**src/rtl/key_debounce_pkg.sv**
```systemverilog
// Shared constants for the multi-channel key debouncer: default debounce and
// long-press cycle counts for a 50 MHz system clock.
package key_debounce_pkg;

  localparam int unsigned CNT_20MS_50M = 32'd999_999;
  localparam int unsigned CNT_1S_50M   = 32'd49_999_999;

endpackage

```
**src/rtl/key_debounce_ch.sv**
```systemverilog
// One key channel: 2-flop synchronizer, stable-count debouncer with press/release
// pulses, and (when KEY_LONG_PRESS_EN is defined) a long-press detector.
module key_debounce_ch
  import key_debounce_pkg::*;
#(
  parameter int unsigned CNT_MAX    = CNT_20MS_50M,
  parameter int unsigned LONG_MAX   = CNT_1S_50M,
  parameter bit          ACTIVE_LOW = 1'b1
) (
  input  logic sys_clk,
  input  logic sys_rst_n,
  input  logic key_in,
  output logic key_state,
  output logic press_flag,
  output logic release_flag,
  output logic long_flag
);

  localparam int unsigned          CNT_W    = $clog2(CNT_MAX + 1);
  localparam logic [CNT_W-1:0]     CNT_LAST = CNT_W'(CNT_MAX);
  localparam logic                 RELEASED = ACTIVE_LOW;

  if (LONG_MAX <= CNT_MAX) begin : g_bad_long_max
    $error("key_debounce_ch: LONG_MAX must be greater than CNT_MAX");
  end

  logic             sync1_q, sync1_d;
  logic             sync2_q, sync2_d;
  logic             key_sync;
  logic [CNT_W-1:0] cnt_q, cnt_d;
  logic             state_q, state_d;
  logic             press_q, press_d;
  logic             release_q, release_d;

  assign key_sync = ACTIVE_LOW ? ~sync2_q : sync2_q;

  // Any cycle where the synchronized level agrees with the debounced state
  // restarts the count, so only an unbroken run of CNT_MAX+1 mismatches toggles.
  always_comb begin
    sync1_d   = key_in;
    sync2_d   = sync1_q;
    cnt_d     = '0;
    state_d   = state_q;
    press_d   = 1'b0;
    release_d = 1'b0;
    if (key_sync != state_q) begin
      if (cnt_q == CNT_LAST) begin
        state_d   = ~state_q;
        press_d   = ~state_q;
        release_d = state_q;
      end else begin
        cnt_d = cnt_q + 1'b1;
      end
    end
  end

  always_ff @(posedge sys_clk or negedge sys_rst_n) begin
    if (!sys_rst_n) begin
      sync1_q   <= RELEASED;
      sync2_q   <= RELEASED;
      cnt_q     <= '0;
      state_q   <= 1'b0;
      press_q   <= 1'b0;
      release_q <= 1'b0;
    end else begin
      sync1_q   <= sync1_d;
      sync2_q   <= sync2_d;
      cnt_q     <= cnt_d;
      state_q   <= state_d;
      press_q   <= press_d;
      release_q <= release_d;
    end
  end

  assign key_state    = state_q;
  assign press_flag   = press_q;
  assign release_flag = release_q;

`ifdef KEY_LONG_PRESS_EN
  localparam int unsigned           LONG_W    = $clog2(LONG_MAX + 1);
  localparam logic [LONG_W-1:0]     LONG_LAST = LONG_W'(LONG_MAX);

  logic [LONG_W-1:0] lcnt_q, lcnt_d;
  logic              ldone_q, ldone_d;
  logic              long_q, long_d;

  // The counter parks at LONG_LAST; ldone_q keeps the pulse to one per press.
  always_comb begin
    lcnt_d  = lcnt_q;
    ldone_d = ldone_q;
    long_d  = 1'b0;
    if (!state_d) begin
      lcnt_d  = '0;
      ldone_d = 1'b0;
    end else if (state_q) begin
      if (lcnt_q != LONG_LAST) begin
        lcnt_d = lcnt_q + 1'b1;
      end else if (!ldone_q) begin
        long_d  = 1'b1;
        ldone_d = 1'b1;
      end
    end
  end

  always_ff @(posedge sys_clk or negedge sys_rst_n) begin
    if (!sys_rst_n) begin
      lcnt_q  <= '0;
      ldone_q <= 1'b0;
      long_q  <= 1'b0;
    end else begin
      lcnt_q  <= lcnt_d;
      ldone_q <= ldone_d;
      long_q  <= long_d;
    end
  end

  assign long_flag = long_q;
`else
  assign long_flag = 1'b0;
`endif

endmodule

```
**src/rtl/key_debounce_multi.sv**
```systemverilog
// KEY_NUM independent debounced key channels. Define KEY_LONG_PRESS_EN to build
// the long-press detectors; otherwise long_flag is held at 0.
module key_debounce_multi
  import key_debounce_pkg::*;
#(
  parameter int unsigned KEY_NUM    = 4,
  parameter int unsigned CNT_MAX    = CNT_20MS_50M,
  parameter int unsigned LONG_MAX   = CNT_1S_50M,
  parameter bit          ACTIVE_LOW = 1'b1
) (
  input  logic               sys_clk,
  input  logic               sys_rst_n,
  input  logic [KEY_NUM-1:0] key_in,
  output logic [KEY_NUM-1:0] key_state,
  output logic [KEY_NUM-1:0] press_flag,
  output logic [KEY_NUM-1:0] release_flag,
  output logic [KEY_NUM-1:0] long_flag
);

  for (genvar i = 0; i < KEY_NUM; i++) begin : g_ch
    key_debounce_ch #(
      .CNT_MAX    (CNT_MAX),
      .LONG_MAX   (LONG_MAX),
      .ACTIVE_LOW (ACTIVE_LOW)
    ) u_ch (
      .sys_clk      (sys_clk),
      .sys_rst_n    (sys_rst_n),
      .key_in       (key_in[i]),
      .key_state    (key_state[i]),
      .press_flag   (press_flag[i]),
      .release_flag (release_flag[i]),
      .long_flag    (long_flag[i])
    );
  end

endmodule

```
**config.mk**
```make
export PLATFORM = sky130hd
export DESIGN_NAME = key_debounce_multi
export DESIGN_NICKNAME = d
export VERILOG_FILES = /design/src/rtl/key_debounce_pkg.sv /design/src/rtl/key_debounce_ch.sv /design/src/rtl/key_debounce_multi.sv
export SDC_FILE = /design/constraint.sdc
export NUM_CORES = 1
export LEC_CHECK = 0
export BUFFER_PORTS_ARGS = -buffer_cell sky130_fd_sc_hd__buf_2
export CAP_MARGIN = 15
export CORE_UTILIZATION = 60
export CTS_CLUSTER_SIZE = 24
export DETAILED_ROUTE_END_ITERATION = 7
export GPL_TIMING_DRIVEN = 0
export PLACE_DENSITY = 0.78
export SLEW_MARGIN = 20
export SYNTH_ARGS = -nofsm -noshare
export SYNTH_HDL_FRONTEND = slang
export SYNTH_SLANG_ARGS = --single-unit
```
**constraint.sdc**
```tcl
create_clock -name sys_clk -period 4.3 [get_ports sys_clk]
set_input_delay 0.43 -clock sys_clk [delete_from_list [all_inputs] [get_ports sys_clk]]
set_output_delay 0.43 -clock sys_clk [all_outputs]
set_load 0.01 [all_outputs]
```
==> qor.txt <==
Synth cell types: 45
post-cts sizing count: 0
Syn Std Cell Area: 0.00485 mm2
Worst EP required: 4.53 ns
share of cells above drive strength 1: 15.8%
r2r endpoint: g_ch[2].u_ch.cnt_q[12]
critical path type: reg2reg
Die Width: 91.9 um
Via density: 5.64
worst skew pair latency: 0.36 ns
CTS Buffer Depth: 2
CTS tree: yes
RSZ-0062 raised after global routing: false
Area contributors post-synth: dfrtp_1, xnor2_1, dfstp_2, nor2_1, or4_1
routability cong.: 0.827
slowest stage cell on the critical path: o31ai_2
Ports: 22
vias: 3544
number of max-cap violations: 0
EDFF count, synth: 0
Lkg Pwr: 0.00215 uW
Slew headroom: 46.3%
Ys Warns: 0
CTS HTree Levels: 3
TritonCTS Buffers: 9
final number of setup-violating endpoints: 0
min Tclk post-route: 2.35 ns
Reg2Reg Depth: 5
TritonRoute pass-1 iters: 4
fmax: 425 MHz
Critical Path Max Stage Delay: 0.69 ns
synthesized-area fraction occupied by and/or/nand/nor cells: 24.4%
area taken by flip-flops and latches: 0.00251 mm2
fill count: 628
Port Buffers: 17
Die Y: 91.9 um
crit-path max FO: 10
nets: 531
main combinational cell family by area after synthesis: simple AND/OR/NAND/NOR gates
sequential fraction of the synthesis area: 51.8%
final non-filler cell total: 628
initial antenna violation count: 0
postcts setup bufs: 0
HP Start: key_in[0]
DRC viols: 0
Root Buffer: clkbuf_8
startpoint types: register
drt total wl: 8590 um
area delta synth->final: 9.23%
setup ws final: 1.95 ns
count leader, synth: dfrtp_1
worst-path cell chain: nor4b_1 -> nand4_1 -> o31ai_2 -> clkbuf_1 -> nor2_1
total track usage: 22.9%
Critical Path Sink Type: register
Ant. Diodes: 0
grt ovf: 0
clk sink count: 100
part of the cycle the worst path needs: 54.7%
status: complete, no violations
area share of fa/ha/maj cells after synthesis: 1.03%
Worst R2R Setup Slack: 1.95 ns
Hold Vio Cnt, Final: 0
Post-Syn Instances: 488
Final Skew: 0.0104 ns
Synth Register Bits: 100
Peak supply drop: 268 uV
worst path bufs/invs: 1
Post-CTS Hold Buffers: 1
cell row count: 32
reg2reg start: g_ch[2].u_ch.cnt_q[11]
cell accounting for the most synthesized area: dfrtp_1
post-DP HPWL: 5940 um
first-pass GRT wire length: 15500 um
Multi-input gate area: 0.00208 mm2
Cell Pwr Density: 298 mW/mm2
Synth Flop Type: dfrtp_1
Synth top area share: 47.4%
synthesized area per cell: 9.94 um2
Compound-Gate Fraction of Synth Area: 8.38%
vias in the first global route: 3513
Setup TNS: 0 ns
setup slack at placement: 1.99 ns
endpoint of the worst hold path: g_ch[0].u_ch.sync1_q
Initial Util: 62.5%
1st-iter DRT viols: 88
pin count of the biggest net entering global routing: 53
hold depth: 1
ys async rst share: 100%
CP top delay family: simple AND/OR/NAND/NOR gates
top cells by count, synth: dfrtp_1, nor2_1, xnor2_1
Worst EP arrival: 2.58 ns
post-DR wirelength/cell: 13.7 um
Hold Crit Class: in2reg
CORE AREA: 0.00777 mm2
CTS clk-pin slew, worst paths: 0.09 ns
Inst Count DP: 611
antenna viol nets, final: 0
Max Slew Vio Count: 0
post-synthesis mux area share: 0.206%
pin slew with the least headroom to its limit: 0.800 ns
Post-Synth XOR/XNOR Area: 8.48%
Die ar.: 0.00845 mm2
-- state kept, by name (all words and copies together) (netlist names) --
name                    cells
g_ch.u_ch.sync1_q           4
g_ch.u_ch.key_state         4
g_ch.u_ch.cnt_q            80
g_ch.u_ch.sync2_q           4
g_ch.u_ch.release_flag      4
g_ch.u_ch.press_flag        4
-- routing by layer --
layer | GRT usage (%) | wire length (um) | up-vias
li1 | - | - | 1762
met1 | 28.7 | 3990 | 1725
met2 | 40.0 | 4270 | 45
met3 | 5.14 | 228 | 12
met4 | 6.51 | 109 | 0
met5 | 0 | 0 | -
-- through the flow --
stage               util, %  cell area (um2)  total power, uW  hold slack (ns)
floorplan                 -             4860             1020            0.134
global placement       65.4             5080             1050            0.347
detailed placement     65.8             5110             1050            0.347
CTS                    68.2             5300             1610            0.139
global route           68.2             5300             1650            0.142
finish                 68.2             5300             1580            0.158
-- report_power, final --
| group | internal (uW) | switching (uW) |
|---|---|---|
| Clock | 241 | 308 |
| Combinational | 21.4 | 41.3 |
| Sequential | 956 | 14.2 |
-- worst max path at each step --
| stage | startpoint | to | slack [ns] | cells after the start |
|---|---|---|---|---|
| 3_5_place_dp | g_ch[2].u_ch.cnt_q[12] | g_ch[2].u_ch.cnt_q[12] | 1.99 | 5 |
| 5_1_grt | g_ch[2].u_ch.cnt_q[12] | g_ch[2].u_ch.cnt_q[7] | 1.77 | 5 |
| 2_1_floorplan | g_ch[1].u_ch.cnt_q[8] | g_ch[1].u_ch.cnt_q[11] | 2.31 | 5 |
| 4_1_cts | g_ch[2].u_ch.cnt_q[12] | g_ch[2].u_ch.cnt_q[12] | 1.96 | 5 |
| 3_3_place_gp | sys_rst_n | g_ch[0].u_ch.cnt_q[13] | 1.82 | 1 |
| 6_report | g_ch[2].u_ch.cnt_q[11] | g_ch[2].u_ch.cnt_q[12] | 1.95 | 5 |
-- cells by family after synthesis --
group	count (synthesis)
AOI/OAI and AO/OA	68
xor gates and xnor gates	47
adders and majority gates	4
buffers and inverters	51
DFF	100
muxes	1
other	1
and+or+nand+nor	216
-- cell usage in the layout, fill, tap and decap left out, types with 16 or more instances in the layout --
| cell type | instances |
|---|---|
| buf_2 | 19 |
| nand2_1 | 24 |
| o31ai_1 | 16 |
| o21ai_0 | 20 |
| nor2_1 | 55 |
| a21oi_1 | 27 |
| inv_1 | 20 |
| buf_4 | 18 |
| xnor2_1 | 32 |
| nand3_1 | 31 |
| dfrtp_1 | 92 |
| or4_1 | 21 |
-- area by class of cell --
type,count,area share [%]
flip-flops and latches,100,47.4
multi-input cells,340,39.2
plain buffers,31,3.71
clock buffers,12,2.93
repair buffers,19,2.43
well taps,102,2.41
inverters,20,1.42
clock inverters,4,0.472
Note: power is estimated with default switching activity, not from simulation.
